--- config.mk ---
export PLATFORM = sky130hd
export DESIGN_NAME = tt_sweep_capture
export DESIGN_NICKNAME = d
export VERILOG_FILES = /design/src/rtl/tt_sweep_pkg.sv /design/src/rtl/tt_vec_counter.sv /design/src/rtl/tt_sweep_capture.sv
export SDC_FILE = /design/constraint.sdc
export NUM_CORES = 1
export LEC_CHECK = 0
export ABC_AREA = 1
export CAP_MARGIN = 15
export CORE_MARGIN = 2
export CORE_UTILIZATION = 47
export CTS_CLUSTER_SIZE = 8
export DETAILED_ROUTE_END_ITERATION = 7
export MAX_ROUTING_LAYER = met4
export PLACE_DENSITY = 0.81
export SKIP_CTS_REPAIR_TIMING = 1
export SYNTH_ARGS = -nofsm -noshare
export SYNTH_HDL_FRONTEND = slang
export SYNTH_HIERARCHICAL = 1
export SYNTH_SLANG_ARGS = --single-unit
--- constraint.sdc ---
create_clock -name clk -period 1.9 [get_ports clk]
set_clock_uncertainty 0.15 [all_clocks]
set_input_delay 0.57 -clock clk [delete_from_list [all_inputs] [get_ports clk]]
set_output_delay 0.57 -clock clk [all_outputs]
set_load 0.005 [all_outputs]
--- src/rtl/tt_sweep_pkg.sv ---
// Shared types and defaults for the truth-table sweep/capture harness.
// The state encoding and table-width helper are common to the top and the vector counter.
package tt_sweep_pkg;

    localparam int unsigned N_IN_DEF   = 6;
    localparam int unsigned SETTLE_DEF = 0;

    typedef enum logic [1:0] {
        IDLE,
        APPLY,
        SAMPLE,
        DONE
    } state_e;

    function automatic int unsigned tt_width(input int unsigned n);
        return 32'd1 << n;
    endfunction

endpackage

--- src/rtl/tt_vec_counter.sv ---
// Vector index and settle-wait counter for the exhaustive input sweep.
// Reports when the current vector has settled and when it is the last vector.
module tt_vec_counter
    import tt_sweep_pkg::*;
#(
    parameter int unsigned N_IN   = N_IN_DEF,
    parameter int unsigned SETTLE = SETTLE_DEF
) (
    input  logic            clk,
    input  logic            rst_n,
    input  logic            clear_i,
    input  logic            count_i,
    input  logic            advance_i,
    output logic [N_IN-1:0] vec_o,
    output logic            settle_done_o,
    output logic            last_o
);

    localparam int unsigned WW = (SETTLE > 0) ? $clog2(SETTLE + 1) : 1;

    logic [WW-1:0]   wait_q, wait_d;
    logic [N_IN-1:0] vec_q, vec_d;

    assign settle_done_o = (wait_q == WW'(SETTLE));
    assign last_o        = (vec_q == '1);
    assign vec_o         = vec_q;

    always_comb begin
        wait_d = wait_q;
        vec_d  = vec_q;
        if (clear_i) begin
            wait_d = '0;
            vec_d  = '0;
        end else if (advance_i) begin
            wait_d = '0;
            // Saturate at the last vector so a sweep never wraps.
            vec_d  = last_o ? vec_q : vec_q + 1'b1;
        end else if (count_i && !settle_done_o) begin
            wait_d = wait_q + 1'b1;
        end
    end

    always_ff @(posedge clk or negedge rst_n) begin
        if (!rst_n) begin
            wait_q <= '0;
            vec_q  <= '0;
        end else begin
            wait_q <= wait_d;
            vec_q  <= vec_d;
        end
    end

endmodule

--- src/rtl/tt_sweep_capture.sv ---
// Sweeps all 2**N_IN input vectors into a combinational/registered function and
// captures its response as a truth table with onset weight and expected-table match.
module tt_sweep_capture
    import tt_sweep_pkg::*;
#(
    parameter int unsigned N_IN   = N_IN_DEF,
    parameter int unsigned SETTLE = SETTLE_DEF
) (
    input  logic                      clk,
    input  logic                      rst_n,
    input  logic                      start,
    input  logic [tt_width(N_IN)-1:0] exp_tt_i,
    output logic [N_IN-1:0]           vec_o,
    input  logic                      resp_i,
    output logic                      busy,
    output logic [tt_width(N_IN)-1:0] tt_o,
    output logic [N_IN:0]             weight_o,
    output logic                      match_o,
    output logic                      tt_valid,
    input  logic                      tt_ready
);

    localparam int unsigned TW = tt_width(N_IN);

    state_e          state_q, state_d;
    logic [TW-1:0]   exp_q, exp_d;
    logic [TW-1:0]   tt_q, tt_d;
    logic [N_IN:0]   weight_q, weight_d;
    logic            match_q, match_d;
    logic            valid_q, valid_d;

    logic            settle_done;
    logic            last_vec;
    logic            accept_start;
    logic            accept_result;
    logic            cnt_clear;
    logic            cnt_count;
    logic            cnt_advance;

    assign accept_start  = (state_q == IDLE) && start;
    assign accept_result = (state_q == DONE) && valid_q && tt_ready;
    assign cnt_clear     = accept_start || accept_result;
    assign cnt_count     = (state_q == APPLY);
    assign cnt_advance   = (state_q == SAMPLE) && !last_vec;

    tt_vec_counter #(
        .N_IN   (N_IN),
        .SETTLE (SETTLE)
    ) u_vec_counter (
        .clk           (clk),
        .rst_n         (rst_n),
        .clear_i       (cnt_clear),
        .count_i       (cnt_count),
        .advance_i     (cnt_advance),
        .vec_o         (vec_o),
        .settle_done_o (settle_done),
        .last_o        (last_vec)
    );

    always_ff @(posedge clk or negedge rst_n) begin
        if (!rst_n) begin
            state_q <= IDLE;
        end else begin
            state_q <= state_d;
        end
    end

    always_comb begin
        state_d = state_q;
        unique case (state_q)
            IDLE:    if (start)         state_d = APPLY;
            APPLY:   if (settle_done)   state_d = SAMPLE;
            SAMPLE:  state_d = last_vec ? DONE : APPLY;
            DONE:    if (accept_result) state_d = IDLE;
            default: state_d = IDLE;
        endcase
    end

    always_comb begin
        busy = (state_q != IDLE);
    end

    always_comb begin
        exp_d    = exp_q;
        tt_d     = tt_q;
        weight_d = weight_q;
        match_d  = match_q;
        valid_d  = valid_q;
        unique case (state_q)
            IDLE: begin
                if (start) begin
                    exp_d    = exp_tt_i;
                    tt_d     = '0;
                    weight_d = '0;
                    match_d  = 1'b0;
                end
            end
            SAMPLE: begin
                tt_d[vec_o] = resp_i;
                weight_d    = weight_q + {{N_IN{1'b0}}, resp_i};
            end
            DONE: begin
                // First DONE cycle compares the completed table and raises valid.
                if (!valid_q) begin
                    valid_d = 1'b1;
                    match_d = (tt_q == exp_q);
                end else if (tt_ready) begin
                    valid_d = 1'b0;
                end
            end
            default: ;
        endcase
    end

    always_ff @(posedge clk or negedge rst_n) begin
        if (!rst_n) begin
            exp_q    <= '0;
            tt_q     <= '0;
            weight_q <= '0;
            match_q  <= 1'b0;
            valid_q  <= 1'b0;
        end else begin
            exp_q    <= exp_d;
            tt_q     <= tt_d;
            weight_q <= weight_d;
            match_q  <= match_d;
            valid_q  <= valid_d;
        end
    end

    assign tt_o     = tt_q;
    assign weight_o = weight_q;
    assign match_o  = match_q;
    assign tt_valid = valid_q;

endmodule

Word-level counts from Yosys, hierarchy flattened. Cells that the tools add are included. Widths: inputs -> output; s select.

Muxes and demuxes: 23. Add/sub/neg operators: 3. Magnitude comparators: 2. Eq/ne operators: 10. Reductions and logical operators: 19.

Operator list (count): $pmux 64 s2 (1); $bwmux 64 (1); $eq 64x64->1 (1); $mux 64 (1); $mux 6 (3); $pmux 7 s2 (1); $mux 1 (8); $mux 2 (4); $ne 2x2->1 const B (4); $pmux 2 s4 (1); $reduce_bool 2->1 (4); $add 7x1->7 (1); $lt 6x7->1 const B (1); $mux 7 (1); $add 6x1->6 const B (1); $demux 1 s6 (1); $eq 6x6->1 const B (1); $ge 6x1->1 const B (1); $logic_and 1x1->1 (6); $reduce_and 2->1 (3); $reduce_and 3->1 (2); $eq 2x2->1 const B (2); $reduce_bool 3->1 (1); $eq 2x1->1 const B (1); other kinds (6) (6).

Input port bits: 69. Bits in registers: 146. Output and inout port bits: 80.

Depth between registers and ports, before layout. Gate-level depths: netlist (run 1).

Depth after elaboration: 6. Depth in mapped cells: 11.

Cells and area by module. Netlist (run 1), hierarchy kept.

By module, submodules not included: tt_sweep_capture (times used 1, cells each 927, area each 7028.0 um^2, sequential area each 3478.3 um^2); tt_vec_counter (times used 1, cells each 57, area each 432.9 um^2, sequential area each 175.2 um^2).

Worst setup path after synthesis (run 1). OpenSTA, ideal clock, no wires.

Path kind: register to register. Start: register u_vec_counter.vec_q[0], in the netlist u_vec_counter/vec_o[0]. End: register u_vec_counter.vec_q[4], in the netlist u_vec_counter/vec_o[4]. Slack: 117 ps. Arrival: 1513 ps. Buffers on the path: 1. Stages on the path, launching flop included: 11. Required time: 1630 ps. Cell sequence: dfrtp_1 > ha_1 > nand2_2 > nor2_4 > nand2_4 > inv_1 > nor2_1 > buf_4 > nand3_1 > o21ai_0 > nor2_1.

Cells in the longest elaborated chain, start to end: 5. Elaborated cells between the ends (all ways): 10. Those cells by class: 1 x add/sub; 2 x eq/ne; 3 x mux; 4 x reduce/logical.

Ends and longest elaborated chain: start: declaration (RTL line tt_vec_counter.sv:22) `logic [N_IN-1:0] vec_q, vec_d;`; start signal: assignment (RTL line tt_vec_counter.sv:49) `vec_q <= vec_d;`; $eq 6x6->1 (RTL line tt_vec_counter.sv:25) `assign last_o = (vec_q == '1);`; net last_vec (RTL line tt_sweep_capture.sv:33) `logic last_vec;`; $logic_not 1->1 (RTL line tt_sweep_capture.sv:44) `assign cnt_advance = (state_q == SAMPLE) && !last_vec;`; $logic_and 1x1->1 (RTL line tt_sweep_capture.sv:44); net cnt_advance (RTL line tt_sweep_capture.sv:38) `logic cnt_advance;`; $reduce_bool 2->1 (no line); $reduce_and 2->1 (no line).

The timed path passes the listed nets, and every way through them passes these cells. The select of a mux whose other input is x is not followed. A chain may end at the register's enable or synchronous reset.

Final worst setup path (run 1).
Start: register state_q[1]. End: output port busy.

Cells in the longest elaborated chain, start to end: 1.

Ends and longest elaborated chain: start: declaration (RTL line tt_sweep_capture.sv:25) `state_e state_q, state_d;`; start signal: assignment (RTL line tt_sweep_capture.sv:64) `state_q <= state_d;`; $reduce_bool 2->1 (RTL line tt_sweep_capture.sv:80) `busy = (state_q != IDLE);`; end: declaration (RTL line tt_sweep_capture.sv:15) `output logic busy,`.

No other way between the ends.

==> results.env, run 1 <==
OUTCOME='finished with violations'
FAILED_CHECKS='setup timing'
DR.FIRST_ITER.DRC_COUNT=803
BOUNDARYPINS=149
POWER.CLOCK.FRACTION=0.283
HIGHEST_UTILIZATION_ROUTING_LAYER_AT_THE_GLOBAL_ROUTE_STAGE='met2'
YS_SEQ_AREA_FRAC=0.490
REPORT.FINAL.SETUP_VIOL=1
N_ANTENNA_CELL=0
P_COMB_FRAC=0.363
POST-ROUTE-DRC-COUNT=0
COMMONEST_CELLS_POST_SYNTH='sky130_fd_sc_hd__nand2_1 (319), sky130_fd_sc_hd__inv_1 (166), sky130_fd_sc_hd__dfrtp_1 (146)'
CLOCK_TREE.HTREE_LEVEL_COUNT=4
GP_CONGESTION=0.950
TIMING.SETUP.TNS_NS=-0.00755
DIE_FOOTPRINT_UM2=16900
SYNTH_AREA_PER_CELL_UM2=7.58
NUMBER_OF_ANTENNA_VIOLATIONS_AT_THE_FIRST_CHECK_IN_GLOBAL_ROUTING=0
DRV_CAP=0
LAYOUT_CELLS_SIZED_ABOVE_1=0.163
YOSYSMOSTFREQUENTCELL='sky130_fd_sc_hd__nand2_1'
GROUTE.LAYER.MET2.USAGE=0.468
VIAS_PER_CELL=5.37
YOSYS-TOP-CELLS-AREA='sky130_fd_sc_hd__dfrtp_1 (49%), sky130_fd_sc_hd__nand2_1 (16%), sky130_fd_sc_hd__o21ai_0 (8.5%)'
GRT_OVERFLOW_TOTAL=0
HP-CLASS='register to register'
GRT_START_MAX_NET_PINS=52
HOLD_START='exp_q[54]$_DFFE_PN0P_'
DIE_WIDTH_UM=130
SWITCHING_SHARE=0.363
WORST_SETUP_PATH_START_KIND='register'
FIN_NETS=1316
MIN_DELAY_WORST_ENDPOINT='exp_q[54]$_DFFE_PN0P_'
GLOBALROUTEMET1UTIL=0.380
P_SWITCHING_W=0.00462
COUNT_OF_CLOCK_TREE_SINKS=146
SYN-INSTANCE-COUNT=984
SLEW-LIMIT-HEADROOM=0.722
WORST_HOLD_PATH.NUM_CELLS=2
AREAGROWTHSYNTHTOFINISH_PCT=47.6
POSTSYNTH.ASYNCRESETSHARE=1.00
CTS-ROOT-BUF='sky130_fd_sc_hd__clkbuf_16'
SYNTHESIS.NETS=1056
CTS_BUFFER_DEPTH=2
WORST-ENDPOINT-REQUIRED_NS=1.18
DETAIL-ROUTE-ANTENNA-NETS=0
GRT_SETUP_UNREPAIRED='true'
DETAIL_ROUTE.FIRST_PASS.ITERATIONS=5
HOLD_VIOLATIONS_FINAL=0
CP-END-KIND='output port'
TIMING.FINAL.MAX_SLEW_VIOLATIONS=0
CRIT_PATH_MAX_FANOUT=3
MAX_FREQ_MHz=524
FINALWIRELENGTH_MM=25.2
GLOBAL_ROUTE.USAGE.TOTAL=0.300
VIAS_IN_THE_FIRST_GLOBAL_ROUTE=7428
SYNTH-EDFF-COUNT=0
VIA_COUNT=7906
PATH_CLK_SLEW_NS=0.06
NUMBER_OF_DISTINCT_STANDARD_CELLS_REFERENCED_BY_THE_SYNTHESIZED_NETLIST=29
FLOORPLAN.CORE_AREA_UM2=15700
SYNTHDOMINANTAREACELLTYPE='sky130_fd_sc_hd__dfrtp_1'
CRITICAL_PATH_CLASS='register to output port'
YS_SEQ_ELEMENTS=146
POWER-PER-CELL-AREA_nW_PER_UM2=1160
YS.FLOP_TYPE='sky130_fd_sc_hd__dfrtp_1'
WORST_EP_ARRIVAL_TIME_NS=1.19
GLOBAL_ROUTE.USAGE.MET3=0.0631
CTS_TREE='built'
TIMING.REG2REG.SETUP_SLACK_NS=0
N_FILL_CELL=1152
CRITICAL_REGISTER_TO_REGISTER_PATH_STARTPOINT='weight_o[0]$_DFFE_PN0P_'
WORST_R2R_ENDPOINT='weight_o[6]$_DFFE_PN0P_'
GRT_PASS1_WL_MM=37.4
CLOCK_BUFFERS_CREATED_BY_TRITONCTS=17
SEQPWRFRAC=0.354
YS_WARN_COUNT=6
TIGHTESTPINTRANSITION_NS=0.412
STATIC_LEAKAGE_nW=6.82
CHIPHEIGHT_UM=130
START_UTIL=0.475
IRDROPWORSTVDD_mV=0.821
WORST_SKEW_PAIR_LATER_PIN_LATENCY_NS=0.43
PLACEMENT.SETUP.WORST_SLACK_NS=-0.456
SYNTH.CELL_AREA_UM2=7460
FINAL.PERIOD_UTILIZATION=1.00
WORST-R2R-CELL-COUNT=8
CELLINTERNALPOWER_W=0.00811
NUM_ROWS=46
PLACE.DETAILED.HPWL_MM=17.3
WIRE_PER_INST_UM=17.1
PERIOD_MINUS_SLACK_NS=1.91
SYNTH_TOP_CELL_AREA_SHARE=0.490
PLACE.PORT_BUFFERS=148
POSTLAYOUTSETUPSLACKWORST_NS=-0.00755
-- through the flow --
stage | utilization | cells | hold WS [ns] | area (um2) | power [W]
3_5_place_dp | 0.615 | 1385 | 0.337 | 9670 | 0.00871
4_1_cts | 0.656 | 1417 | -0.0979 | 10300 | 0.0123
3_3_place_gp | 0.615 | 1385 | 0.332 | 9670 | 0.00854
2_1_floorplan | - | 984 | 0.124 | 7460 | 0.00690
5_1_grt | 0.701 | 1473 | 0.391 | 11000 | 0.0135
6_report | 0.701 | 1473 | 0.351 | 11000 | 0.0127
-- worst max-delay path, cell delays in order (launching register included) --
cell	delay (ns)
sky130_fd_sc_hd__dfrtp_1	0.40
sky130_fd_sc_hd__nor2_2	0.17
sky130_fd_sc_hd__inv_1	0.07
sky130_fd_sc_hd__clkbuf_2	0.11
-- how the worst max path moves through the flow --
stage / startpoint / to / slack (ns)
final: state_q[1]$_DFFE_PN0P_ / busy / -0.008
after global routing: u_vec_counter/vec_o[3]$_DFFE_PN0P_ / tt_o[42]$_DFFE_PN0P_ / -0.08
after CTS: u_vec_counter/vec_o[0]$_DFFE_PN0P_ / vec_o[0] / -0.39
after detailed placement: resp_i / weight_o[6]$_DFFE_PN0P_ / -0.46
after global placement: resp_i / weight_o[6]$_DFFE_PN0P_ / -0.42
after floorplan: u_vec_counter/vec_o[0]$_DFFE_PN0P_ / u_vec_counter/vec_o[4]$_DFFE_PN0P_ / 0.12
-- area by class of cell --
class	instances	area (um2)	share of cell area
clock inverters	7	120	0.0109
multi-input cells	636	3100	0.281
inverters	174	658	0.0598
repair buffers	269	2690	0.244
flip-flops and latches	146	3660	0.333
clock buffers	25	515	0.0468
well taps	216	270	0.0245
-- kinds of logic after synthesis --
kind of cell,Yosys count,share of synthesized area
compound gates,196,0.151
xor+xnor,11,0.0129
fa+ha+maj,3,0.00503
buf+inv,202,0.106
flops,146,0.490
mux,1,0.00151
simple gates,425,0.234
-- power by group through the flow --
stage	clock network [W]	registers [W]	logic, W
after CTS	0.00361	0.00452	0.00420
final	0.00360	0.00451	0.00462
after global routing	0.00376	0.00458	0.00512
after global placement	0	0.00452	0.00402
after floorplan	0	0.00439	0.00251
after detailed placement	0	0.00453	0.00418
-- cells in the final DEF, fill, tap and decap left out, drive strengths merged --
cell type,count
o22ai,13
bufinv,3
clkbuf,26
o32ai,1
o21ai,131
dlymetal6s2s,80
dfrtp,146
nor4,2
mux2,1
clkinvlp,2
dlygate4sd3,1
ha,3
clkdlybuf4s50,66
inv,172
clkinv,4
nor3,14
nand3,15
a21oi,4
nand2,328
nor2,59
xnor2,11
nand4,7
a22o,1
o211ai,28
o31ai,18
buf,121
-- registers in the layout, indices dropped and copies added (netlist names) --
signal	flops
state_q	2
u_vec_counter/vec_o	6
u_vec_counter/wait_q	1
exp_q	64
tt_valid	1
match_o	1
tt_o	64
weight_o	7
-- metal layers --
metal  up-vias  routed length, um
li1       3625                  -
met5         -                  0
met3        75               2280
met1      3753               9980
met2       453              12000
met4         0                943
Power figures use the tool's default switching activity.
==> run 2, diff against run 1 <==
- CORE_UTILIZATION: 47 -> 52
- PLACE_DENSITY: 0.81 -> 0.84
- clock period: 1.9 -> 2.1 ns (I/O delays scaled with it)
==> run 2 against run 1 <==
Against the previous run: the flow now finishes without violations; sequential share of layout area increased by 1.1 points; wire length decreased by 3.2%; setup slack improved by 0.030 ns; flip-flop and latch count unchanged; first-iteration DRC count increased by 22%; critical path depth decreased by 2; highest routed layer unchanged.
==> results.env, run 2 (synthesis results as in run 1) <==
N_FILL_CELL=928
WORST_SETUP_PATH_START_KIND='register'
FIN_AREA_UM2=10700
FINALWIRELENGTH_MM=24.4
DETAIL-ROUTE-ANTENNA-NETS=0
PLACE.PORT_BUFFERS=148
CP-END-KIND='output port'
GRT_OVERFLOW_TOTAL=0
WIRE_PER_INST_UM=17.2
DR.FIRST_ITER.DRC_COUNT=982
HOLD_VIOLATIONS_FINAL=0
WORST_SKEW_PAIR_LATER_PIN_LATENCY_NS=0.42
PATH_CLK_SLEW_NS=0.06
HP-CLASS='register to register'
FIN_NETS=1293
CRITICAL_PATH_CLASS='register to output port'
DPL_CELL_AREA_UM2=9440
SLEW-LIMIT-HEADROOM=0.715
FINAL.PERIOD_UTILIZATION=0.989
N_ANTENNA_CELL=0
FINAL_CELL_MIX='sky130_fd_sc_hd__nand2_1 (318), sky130_fd_sc_hd__inv_1 (166), sky130_fd_sc_hd__dfrtp_1 (132), sky130_fd_sc_hd__o21ai_0 (126), sky130_fd_sc_hd__buf_4 (88)'
GLOBAL_ROUTE.USAGE.TOTAL=0.319
AREAGROWTHSYNTHTOFINISH_PCT=43.4
WORST_EP_ARRIVAL_TIME_NS=1.30
DETAIL_ROUTE.FIRST_PASS.ITERATIONS=7
DIE_FOOTPRINT_UM2=15300
WORST_PATH_MAX_DELAY_CELL='sky130_fd_sc_hd__clkdlybuf4s50_1'
DIE_WIDTH_UM=124
GP_CONGESTION=0.916
CTS_BUFFER_DEPTH=2
TIGHTESTPINTRANSITION_NS=0.424
NUM_ROWS=43
CLOCK_TREE.HTREE_LEVEL_COUNT=4
REPORT.FINAL.SETUP_VIOL=0
CP_SLOWEST_STAGE_DELAY_NS=0.51
IRDROPWORSTVDD_mV=0.740
CRIT_PATH_CELL_TRACE='clkdlybuf4s50_1'
LAYOUT_CELLS_SIZED_ABOVE_1=0.141
FLOORPLAN.CORE_AREA_UM2=13900
CHIPHEIGHT_UM=124
PLACE.DETAILED.HPWL_MM=16.5
PERIOD_MINUS_SLACK_NS=2.08
BOUNDARYPINS=149
GRT_START_MAX_NET_PINS=46
GRT_PASS1_WL_MM=35.5
DRV_CAP=0
MAX_FREQ_MHz=481
MOST_FREQUENT_STANDARD_CELL_IN_THE_LAYOUT_EXCLUDING_FILL_AND_TAP_CELLS='sky130_fd_sc_hd__nand2_1'
START_UTIL=0.535
COUNT_OF_CLOCK_TREE_SINKS=146
TIMING.CRITICAL_PATH.MAX_DELAY_FAMILY='buffers and inverters'
CTS_TREE='built'
POWER-PER-CELL-AREA_nW_PER_UM2=1040
CLOCK_BUFFERS_CREATED_BY_TRITONCTS=17
CTS-ROOT-BUF='sky130_fd_sc_hd__clkbuf_16'
NUMBER_OF_ANTENNA_VIOLATIONS_AT_THE_FIRST_CHECK_IN_GLOBAL_ROUTING=0
TIMING.FINAL.MAX_SLEW_VIOLATIONS=0
WORST-ENDPOINT-REQUIRED_NS=1.32
CRIT_PATH_MAX_FANOUT=2
PATH_BUF_INV=1
OUTCOME='complete, no violations'
POST-ROUTE-DRC-COUNT=0
FINAL_UTIL=0.768
VIAS_PER_CELL=5.49
STATIC_LEAKAGE_nW=6.49
VIA_COUNT=7758
VIAS_IN_THE_FIRST_GLOBAL_ROUTE=6988
-- run 2: report_power, final --
part           total [W]  internal (W)  switching [W]
combinational    0.00394       0.00159        0.00235
clock            0.00310       0.00193        0.00117
sequential       0.00405       0.00354       0.000510
-- run 2: worst register-to-register path: stages, from the launching register on --
cell and delay (ns):
sky130_fd_sc_hd__dfrtp_2 0.44, sky130_fd_sc_hd__buf_4 0.15, sky130_fd_sc_hd__ha_1 0.22, sky130_fd_sc_hd__nand2_2 0.12, sky130_fd_sc_hd__nor2_4 0.05, sky130_fd_sc_hd__nand2_4 0.09, sky130_fd_sc_hd__inv_1 0.06, sky130_fd_sc_hd__nor2_1 0.12
sky130_fd_sc_hd__buf_4 0.19, sky130_fd_sc_hd__nand3_1 0.10, sky130_fd_sc_hd__o21ai_0 0.17, sky130_fd_sc_hd__nor2_1 0.06
-- run 2: path summary, 6_finish.rpt --
path | start | endpoint | slack, ns | depth (start not counted)
worst min-delay path | exp_q[35]$_DFFE_PN0P_ | exp_q[35]$_DFFE_PN0P_ | 0.35 | 2
worst max-delay path | tt_o[1]$_DFFE_PN0P_ | tt_o[1] | 0.02 | 1
max in group asynchronous | rst_n | tt_o[21]$_DFFE_PN0P_ | 0.68 | 3
min in group asynchronous | rst_n | exp_q[9]$_DFFE_PN0P_ | 0.53 | 2
worst min register to register | exp_q[35]$_DFFE_PN0P_ | exp_q[35]$_DFFE_PN0P_ | 0.35 | 2
worst max register to register | u_vec_counter/vec_o[0]$_DFFE_PN0P_ | u_vec_counter/vec_o[4]$_DFFE_PN0P_ | 0.08 | 11
-- run 2: area by class of cell --
type                            count  area (um2)  share of cell area
Clock buffer                       23         508              0.0475
Timing Repair Buffer              246        2510               0.234
Multi-Input combinational cell    636        3030               0.283
Inverter                          174         657              0.0614
Sequential cell                   146        3670               0.343
Tap cell                          180         225              0.0211
Clock inverter                      9         101             0.00947
-- run 2: routing by layer --
metal | vias to the layer above | part of all wire | global-route usage
met5 | - | 0 | -
met4 | 0 | 0.040 | 0.131
met3 | 98 | 0.097 | 0.0714
met2 | 453 | 0.47 | 0.499
met1 | 3631 | 0.39 | 0.405
li1 | 3576 | - | -
-- run 2: stage by stage --
stage,std cells,hold slack [ns],TNS (ns),power (W),setup slack (ns)
after floorplan,984,0.184,0,0.00624,0.268
after global placement,1323,0.331,-0.990,0.00758,-0.268
after CTS,1355,-0.0337,-3.73,0.0109,-0.213
after global routing,1414,0.371,-0.0473,0.0117,-0.0279
final,1414,0.352,0,0.0111,0.0222
after detailed placement,1323,0.337,-3.62,0.00771,-0.348
==> run 3, diff against run 2 <==
- CAP_MARGIN: 15 -> 20
==> results of run 3 <==
The final DEF is identical to that of run 2; final timing and power are the same.
